===== src/rtl/writeback_queue.sv =====
// Writeback queue sitting in front of the register-file write port.
// Buffers memory-stage results in a small FIFO, applies load width/sign
// extension on the way out, and publishes a busy mask of destination
// registers that still have a write pending so decode can stall on RAW.
module writeback_queue #(
   parameter  int DEPTH = 4,
   localparam int PTR_W = $clog2(DEPTH)
) (
   input  logic             clk,
   input  logic             rst_n,
   input  logic             in_valid,
   output logic             in_ready,
   input  logic [4:0]       in_rd,
   input  logic [5:0]       in_opcode,
   input  logic [63:0]      in_data,
   input  logic             wb_stall,
   output logic             reg_write,
   output logic [4:0]       write_rd,
   output logic [63:0]      write_data,
   output logic [31:0]      busy_mask,
   output logic [PTR_W:0]   count
);

   localparam logic [5:0] OP_LWZ = 6'd32;
   localparam logic [5:0] OP_LBZ = 6'd34;
   localparam logic [5:0] OP_LHZ = 6'd40;
   localparam logic [5:0] OP_LHA = 6'd42;

   localparam logic [PTR_W:0] FULL_COUNT = (PTR_W+1)'(DEPTH);

   logic [4:0]       r_rd   [DEPTH];
   logic [5:0]       r_op   [DEPTH];
   logic [63:0]      r_data [DEPTH];
   logic [DEPTH-1:0] r_vld;
   logic [PTR_W-1:0] r_head;
   logic [PTR_W-1:0] r_tail;
   logic [PTR_W:0]   r_count;
   logic             r_reg_write;
   logic [4:0]       r_write_rd;
   logic [63:0]      r_write_data;

   logic             w_push;
   logic             w_pop;
   logic [31:0]      w_busy;
   logic [63:0]      w_ext_data;

   // Loads narrower than a doubleword are extended here; everything else
   // (ld, ALU results) passes through untouched.
   function automatic logic [63:0] extend(input logic [5:0] op, input logic [63:0] d);
      logic [63:0] res;
      case (op)
         OP_LBZ:  res = {56'd0, d[7:0]};
         OP_LHZ:  res = {48'd0, d[15:0]};
         OP_LHA:  res = {{48{d[15]}}, d[15:0]};
         OP_LWZ:  res = {32'd0, d[31:0]};
         default: res = d;
      endcase
      return res;
   endfunction

   // Handshake qualifiers; in_ready depends on occupancy only, so a full
   // queue never accepts even if it pops on the same edge.
   always_comb begin
      in_ready   = (r_count < FULL_COUNT);
      w_push     = in_valid && in_ready;
      w_pop      = (r_count != '0) && !wb_stall;
      w_ext_data = extend(r_op[r_head], r_data[r_head]);
   end

   // Entry payload storage; needs no reset because r_vld qualifies it.
   always_ff @(posedge clk) begin
      if (w_push) begin
         r_rd[r_tail]   <= in_rd;
         r_op[r_tail]   <= in_opcode;
         r_data[r_tail] <= in_data;
      end
   end

   // Pointer, occupancy and per-entry valid bookkeeping.
   always_ff @(posedge clk or negedge rst_n) begin
      if (!rst_n) begin
         r_head  <= '0;
         r_tail  <= '0;
         r_count <= '0;
         r_vld   <= '0;
      end else begin
         if (w_push) begin
            r_tail        <= r_tail + 1'b1;
            r_vld[r_tail] <= 1'b1;
         end
         if (w_pop) begin
            r_head        <= r_head + 1'b1;
            r_vld[r_head] <= 1'b0;
         end
         if (w_push && !w_pop)
            r_count <= r_count + 1'b1;
         else if (w_pop && !w_push)
            r_count <= r_count - 1'b1;
      end
   end

   // Output register: one write pulse per popped entry; rd/data hold
   // their last values between pulses.
   always_ff @(posedge clk or negedge rst_n) begin
      if (!rst_n) begin
         r_reg_write  <= 1'b0;
         r_write_rd   <= '0;
         r_write_data <= '0;
      end else begin
         r_reg_write <= w_pop;
         if (w_pop) begin
            r_write_rd   <= r_rd[r_head];
            r_write_data <= w_ext_data;
         end
      end
   end

   // Busy mask covers every queued entry plus the write currently on the
   // port, so a register stays busy until its last pending write retires.
   always_comb begin
      w_busy = '0;
      for (int i = 0; i < DEPTH; i++) begin
         if (r_vld[i])
            w_busy = w_busy | (32'd1 << r_rd[i]);
      end
      if (r_reg_write)
         w_busy = w_busy | (32'd1 << r_write_rd);
   end

   assign busy_mask  = w_busy;
   assign count      = r_count;
   assign reg_write  = r_reg_write;
   assign write_rd   = r_write_rd;
   assign write_data = r_write_data;

endmodule


===== config.mk =====
export PLATFORM = sky130hd
export DESIGN_NAME = writeback_queue
export DESIGN_NICKNAME = d
export VERILOG_FILES = /design/src/rtl/writeback_queue.sv
export SDC_FILE = /design/constraint.sdc
export NUM_CORES = 1
export LEC_CHECK = 0
export CORE_ASPECT_RATIO = 1.25
export CORE_UTILIZATION = 71
export CTS_BUF_LIST = sky130_fd_sc_hd__clkbuf_4 sky130_fd_sc_hd__clkbuf_8
export DETAILED_ROUTE_END_ITERATION = 7
export DONT_BUFFER_PORTS = 1
export GPL_TIMING_DRIVEN = 0
export PLACE_DENSITY = 0.87
export SYNTH_ARGS = -nofsm -noshare
export SYNTH_HDL_FRONTEND = slang
export SYNTH_SLANG_ARGS = --single-unit

===== constraint.sdc =====
create_clock -name clk -period 5.4 [get_ports clk]
set_clock_uncertainty 0.05 [all_clocks]
set_input_delay 1.08 -clock clk [delete_from_list [all_inputs] [get_ports clk]]
set_output_delay 1.08 -clock clk [all_outputs]
set_load 0.01 [all_outputs]

==> impl_metrics.py, run 1 <==
metrics = {
    "timing": {
        "finalSetupViolations": 0,
        "worstMarginPinSlew_ns": 1.20,
        "period_needed_ns": 4.02,
        "finalSetupTns_ns": 0,
        "rsz0062_at_grt": "false",
        "clock.fmax_mhz": 249,
        "period_share_pct": 74.5,
        "drv_slew": 0,
        "layout_setup_ws_ns": 1.38,
        "hold_viol_final": 0,
        "relSlewSlack_pct": 19.6,
    },
    "synthesis": {
        "synth-edff-count": 300,
        "synth_nets": 1002,
        "synthFlopType": "edfxtp_1",
        "syn_inst": 913,
        "synth_async_sr_flop_share_pct": 21.3,
        "synth-seq-area-share_pct": 71.4,
        "ys_seq_elements": 381,
        "synth_cell_types": 50,
        "avgSynthCellArea_um2": 16.9,
        "syn_area_mm2": 0.0154,
        "yosys_warnings": 0,
    },
    "global_routing": {
        "grt_antenna_before_repair": 0,
        "gr-total-overflow": 0,
        "grt_pass1_wl_um": 63500,
        "grtUsageTotal_pct": 39.9,
        "grt_max_degree": 82,
        "grt_pass1_vias": 9939,
    },
    "floorplan": {
        "dieArea_mm2": 0.0224,
        "die_y_um": 167,
        "die_w_um": 134,
        "initial_core_util_pct": 72.0,
        "ios": 185,
        "core_region_area_mm2": 0.0215,
        "rows": 60,
    },
    "clock_tree": {
        "cts-buffers-inserted": 53,
        "cts_max_level": 2,
        "clk_pin_slew_ns": 0.07,
        "clockRootBuffer": "clkbuf_8",
        "cts_sinks": 381,
        "clk_latency_ns": 0.62,
        "cts_resized": 0,
        "ctsHoldBuffers": 0,
        "post_cts_buffers": 0,
        "cts_buffer_depth": 3,
        "cts_tree": "built",
    },
    "power": {
        "net-switching-power_mw": 3.12,
        "switching_share_pct": 33.3,
        "power_density_mw_per_mm2": 548,
        "power_frac_seq_pct": 46.7,
        "clkPwrFrac_pct": 27.5,
        "comb_power_share_pct": 25.8,
        "p_leak_nw": 5.95,
        "p_int_mw": 6.27,
        "ir_worst_vdd_v": 0.000377,
        "finalPower_mw": 9.40,
    },
    "drt": {
        "wl_per_cell_um": 33.2,
        "dr.first_iter.drc_count": 1418,
        "wl_met3_um": 5260,
        "drc": 0,
        "drt_first_pass_iters": 8,
        "viasPerCell": 7.51,
        "wl_met2_um": 21300,
        "totalWireLength_um": 43000,
        "met1Wirelength_um": 13800,
        "route.antenna.remaining_nets": 0,
        "num_vias": 9730,
        "top_layer_used": "met4",
    },
    "outcome": {
        "outcome": "complete, no violations",
    },
    "layout": {
        "layout_commonest_cell": "edfxtp_1",
        "syn2layout_area_growth_pct": 11.0,
        "drive_gt1_share_pct": 20.3,
        "fin_nets": 1061,
        "layout_common_cells": "edfxtp_1, nand2_1, dfrtp_1, mux4_2, clkbuf_8",
        "diodes": 0,
    },
    "critical_path": {
        "cp-end-kind": "output port",
        "crit_required_ns": 4.27,
        "startpoint_type": "flip-flop",
        "path_max_fanout": 8,
        "cp-startpoint": "r_rd[1][0]",
        "worstPathArrival_ns": 2.89,
        "criticalPathCategory": "flip-flop to output port",
        "regToRegStartpoint": "count[2]",
    },
    "placement": {
        "numPortBuffers": 0,
        "place_congestion": 1.00,
        "hpwl_um": 26400,
        "place_ws_ns": 2.08,
    },
    "flow_run": {
        "maxCapViolations": 0,
    },
    "hold_path": {
        "min_path_type": "input port to asynchronous set/reset pin",
    },
}
layer usage:
layer / vias up / track usage (%)
met1: 4811 / 50.1
li1: 3794 / -
met3: 176 / 10.2
met5: - / 0
met2: 949 / 64.2
met4: 0 / 21.6
sequential cells by signal, indices dropped and copies added, names as in the netlist:
name and cells:
write_rd 5, r_tail 2, reg_write 1, r_op 24, r_rd 20, r_vld 4, write_data 64, r_data 256
r_head 2, count 3
cells by family (layout without fill, tap and decap cells):
family | Yosys count | after routing | share of synthesized area (%)
compound gates | 135 | 135 | 7.26
xor+xnor | 5 | 5 | 0.283
fa+ha+maj | 10 | 10 | 0.858
buf+inv | 69 | 173 | 2.13
flops | 381 | 381 | 71.4
mux | 73 | 73 | 10.6
simple gates | 240 | 240 | 7.47
stage by stage:
| stage | hold slack, ns | cells | util (%) | instance area (um^2) |
|---|---|---|---|---|
| final | 0.110 | 1296 | 79.9 | 17200 |
| after CTS | 0.0909 | 1296 | 79.9 | 17200 |
| after global routing | 0.0905 | 1296 | 79.9 | 17200 |
| after floorplan | 0.464 | 913 | - | 15400 |
| after detailed placement | 0.492 | 1196 | 74.1 | 15900 |
| after global placement | 0.483 | 1192 | 73.6 | 15800 |
power by group through the flow:
stage | sequential (mW) | clock, mW | combinational, mW
after floorplan | 4.23 | 0 | 1.73
after global placement | 4.39 | 0 | 2.20
after detailed placement | 4.39 | 0 | 2.32
after CTS | 4.37 | 2.59 | 2.39
after global routing | 4.42 | 2.70 | 2.56
final | 4.39 | 2.59 | 2.42
worst max-delay path: stages, from the launching register on:
cell and delay [ns]:
edfxtp_1 0.34, clkbuf_1 0.41, nand2_1 0.17, nor3b_1 0.91
a311oi_1 0.22, o31ai_1 0.24
path summary, 6_finish.rpt:
kind / slack (ns) / to / cells past startpoint
setup / recovery: 1.38 / busy_mask[23] / 5
hold / removal: 0.11 / write_data[32] / 0
setup reg to reg: 2.47 / count[2] / 10
hold reg to reg: 0.51 / write_data[12] / 2
max in group asynchronous: 4.99 / reg_write / 0
min in group clk: 0.50 / r_data[0][16] / 0
layout make-up:
| class | instances | area (um^2) |
|---|---|---|
| flip-flops and latches | 381 | 11000 |
| well taps | 279 | 349 |
| inverters | 12 | 45.0 |
| clock inverters | 27 | 307 |
| multi-input cells | 463 | 4100 |
| plain buffers | 57 | 284 |
| clock buffers | 73 | 930 |
| fillers | 1039 | 4320 |
| repair buffers | 4 | 110 |
Yosys cell counts, types with 4 or more instances:
master     instances  area, um^2
edfxtp_1         300        9010
nand2_1           86         323
dfrtp_1           81        2030
mux4_2            72        1620
a221o_1           48         480
nor2_1            40         150
nand3_1           34         170
clkbuf_1          33         124
a22oi_1           21         158
nor3_1            17        85.1
nor2b_1           13        81.3
a32oi_1           12         105
buf_2             11        55.1
o21ai_0           11        55.1
inv_1             10        37.5
a21oi_1            9        45.0
ha_1               9         113
nand2b_1           9        56.3
nand4_1            8        50.1
a31oi_1            7        43.8
nand3b_1           7        52.6
nor3b_1            6        45.0
and2_1             5        31.3
buf_4              5        37.5
buf_6              5        56.3
o211ai_1           5        37.5
a2bb2oi_1          4        35.0
and3_1             4        25.0
nand4b_1           4        35.0
o311ai_0           4        35.0
xnor2_1            4        35.0
No activity file was read; power rests on OpenSTA's default activity.
==> run 2, diff against run 1 <==
Settings changed: ABC_AREA from default to 1, CORE_UTILIZATION 71 to 66, PLACE_DENSITY 0.87 to 0.82.
Clock period 5.4 ns to 3.7 ns, I/O delays scaled along.
==> run 2 against run 1 <==
Power increased by 56%. Routed wire length up 10%. Setup slack got worse by 1.0 ns. Critical path depth is 1 higher. Utilization is 5.7 points lower.
==> impl_metrics.py, run 2 <==
metrics = {
    "timing": {
        "relSlewSlack_pct": 37.7,
        "period_needed_ns": 3.33,
        "drv_slew": 0,
        "clock.fmax_mhz": 300,
        "rsz0062_at_grt": "false",
        "finalSetupViolations": 0,
        "period_share_pct": 90.1,
        "hold_viol_final": 0,
        "whs_ns": 0.0123,
        "worstMarginPinSlew_ns": 0.933,
        "layout_setup_ws_ns": 0.365,
    },
    "global_routing": {
        "grt_pass1_wl_um": 70100,
        "grt_max_degree": 82,
        "grt_pass1_vias": 12400,
        "gr-total-overflow": 0,
        "grt_antenna_before_repair": 0,
        "grtUsageTotal_pct": 37.4,
    },
    "hold_path": {
        "min_path_type": "input port to asynchronous set/reset pin",
    },
    "power": {
        "power_density_mw_per_mm2": 808,
        "ir_worst_vdd_v": 0.000572,
        "clkPwrFrac_pct": 22.4,
        "p_int_mw": 8.81,
        "comb_power_share_pct": 34.8,
        "power_frac_seq_pct": 42.8,
        "switching_share_pct": 40.0,
        "p_leak_nw": 6.59,
        "net-switching-power_mw": 5.89,
    },
    "drt": {
        "drt_first_pass_iters": 8,
        "viasPerCell": 6.58,
        "wl_per_cell_um": 24.6,
        "drc": 0,
        "route.antenna.remaining_nets": 0,
        "num_vias": 12700,
        "totalWireLength_um": 47300,
        "dr.first_iter.drc_count": 1269,
    },
    "clock_tree": {
        "clk_pin_slew_ns": 0.06,
        "clk_latency_ns": 0.58,
        "cts_tree": "built",
        "post_cts_buffers": 0,
        "clockRootBuffer": "clkbuf_8",
        "cts-buffers-inserted": 52,
        "cts_max_level": 2,
        "cts_buffer_depth": 3,
        "cts_sinks": 381,
    },
    "layout": {
        "largest_reg_flops": 256,
        "syn2layout_area_growth_pct": 10.4,
        "diodes": 0,
        "regMostFlops": "r_data",
        "fin_nets": 1641,
        "drive_gt1_share_pct": 11.7,
        "fin_cells": 1926,
        "stdcell_area_mm2": 0.0182,
        "layout_common_cells": "edfxtp_1, nor2_1, nand2_1, o21ai_0, nand3_1",
        "layout_commonest_cell": "edfxtp_1",
    },
    "synthesis": {
        "avgSynthCellArea_um2": 11.1,
        "synth_async_sr_flop_share_pct": 21.3,
        "yosysTopAreaCell": "edfxtp_1",
        "synth_most_common_cell": "edfxtp_1",
        "netlist_top_cells_count": "edfxtp_1, nor2_1, nand2_1",
        "yosysTopAreaCellShare_pct": 54.7,
        "synth-edff-count": 300,
        "synthTopCellsByArea": "edfxtp_1, dfrtp_1, nor2_1",
        "synth_nets": 1578,
        "syn_area_mm2": 0.0165,
        "yosys_warnings": 0,
        "ys_seq_elements": 381,
        "synthFlopType": "edfxtp_1",
        "synth-seq-area-share_pct": 67.0,
        "syn_inst": 1489,
        "synth_cell_types": 38,
    },
    "critical_path": {
        "worstPathArrival_ns": 2.54,
        "critPathSlowestCell": "dfrtp_1",
        "criticalPathCategory": "flip-flop to output port",
        "startpoint_type": "flip-flop",
        "path_max_fanout": 9,
        "cp-end-kind": "output port",
        "critPathMostFrequentCell": "inv_1",
        "path_cells": "inv_1 > nor2_1 > inv_1 > nor4_1 > a22oi_1 > nand3_1",
        "critPathMaxStageDelay_ns": 0.53,
        "crit_required_ns": 2.91,
    },
    "placement": {
        "hpwl_um": 31200,
        "dp_cells": 1827,
        "place_congestion": 1.01,
        "numPortBuffers": 0,
        "place_ws_ns": 0.300,
        "postPlaceCellArea_mm2": 0.0171,
    },
    "floorplan": {
        "die_y_um": 179,
        "dieArea_mm2": 0.0256,
        "rows": 64,
        "ios": 185,
        "core_region_area_mm2": 0.0245,
        "die_w_um": 143,
        "initial_core_util_pct": 67.2,
    },
    "outcome": {
        "outcome": "complete, no violations",
    },
    "flow_run": {
        "maxCapViolations": 0,
    },
}
run 2: cell types whose count changed after synthesis, moves of 56 or more:
cell,change
nor2_1,+198
o21ai_0,+139
nand2_1,+98
nand3_1,+75
mux4_2,-72
o22ai_1,+56
run 2: logic make-up after synthesis:
logic type / after synthesis / synth area share (%)
buf+inv: 161 / 4.36
flops: 381 / 67.0
simple gates: 588 / 15.0
xor+xnor: 4 / 0.213
fa+ha+maj: 10 / 0.805
compound gates: 344 / 12.5
mux: 1 / 0.0684
run 2: path summary, 6_finish.rpt:
kind | start | endpoint | slack [ns] | cells past startpoint
worst min-delay path | rst_n | write_data[4] | 0.01 | 1
worst min register to register | r_vld[0] | r_vld[0] | 0.49 | 2
min in group clk | in_data[31] | r_data[2][31] | 0.18 | 0
worst max register to register | count[0] | count[1] | 0.45 | 9
max in group asynchronous | rst_n | count[0] | 3.21 | 1
worst max-delay path | reg_write | busy_mask[21] | 0.37 | 6
run 2: routing by layer:
metal | vias up | part of all wire, % | track usage (%) | wire length [um]
li1 | 5487 | - | - | -
met1 | 6101 | 34 | 44.7 | 16200
met2 | 901 | 51 | 64.3 | 24000
met3 | 175 | 10 | 7.76 | 4860
met4 | 0 | 4.9 | 18.9 | 2310
met5 | - | 0 | 0 | 0
run 2: power groups by stage:
stage	sequential (mW)	clock (mW)	combinational, mW
final	6.29	3.30	5.12
after global routing	6.35	3.47	5.55
after CTS	6.27	3.29	5.01
after detailed placement	6.34	0	4.90
after global placement	6.42	0	4.65
after floorplan	6.23	0	3.39
run 2: layout make-up:
cell class | instances | area (um^2)
Sequential cell | 381 | 11000
Clock buffer | 80 | 970
Inverter | 64 | 240
Tap cell | 330 | 413
Clock inverter | 18 | 115
Fill cell | 1631 | 6310
Multi-Input combinational cell | 947 | 4750
Buffer | 97 | 478
Timing Repair Buffer | 9 | 188
run 2: stage by stage:
| stage | power, mW | setup TNS [ns] | utilization [%] |
|---|---|---|---|
| after floorplan | 9.62 | -271.95 | - |
| after detailed placement | 11.2 | 0 | 69.7 |
| after global placement | 11.1 | -996.61 | 68.9 |
| after CTS | 14.6 | 0 | 74.2 |
| final | 14.7 | 0 | 74.2 |
| after global routing | 15.4 | 0 | 74.2 |
run 2: critical path: cells and delay by family, from the launching register on:
family / cells / cell delay, ns
AO/OA/AOI/OAI: 1 / 0.13
buffers and inverters: 2 / 0.23
flip-flops: 1 / 0.53
AND/OR/NAND/NOR: 3 / 1.06
run 2: timing repair:
action,in CTS,in global routing
hold buffers,1,0
setup endpoints to repair,0,0
hold endpoints to repair,81,0
gates resized for setup,0,0
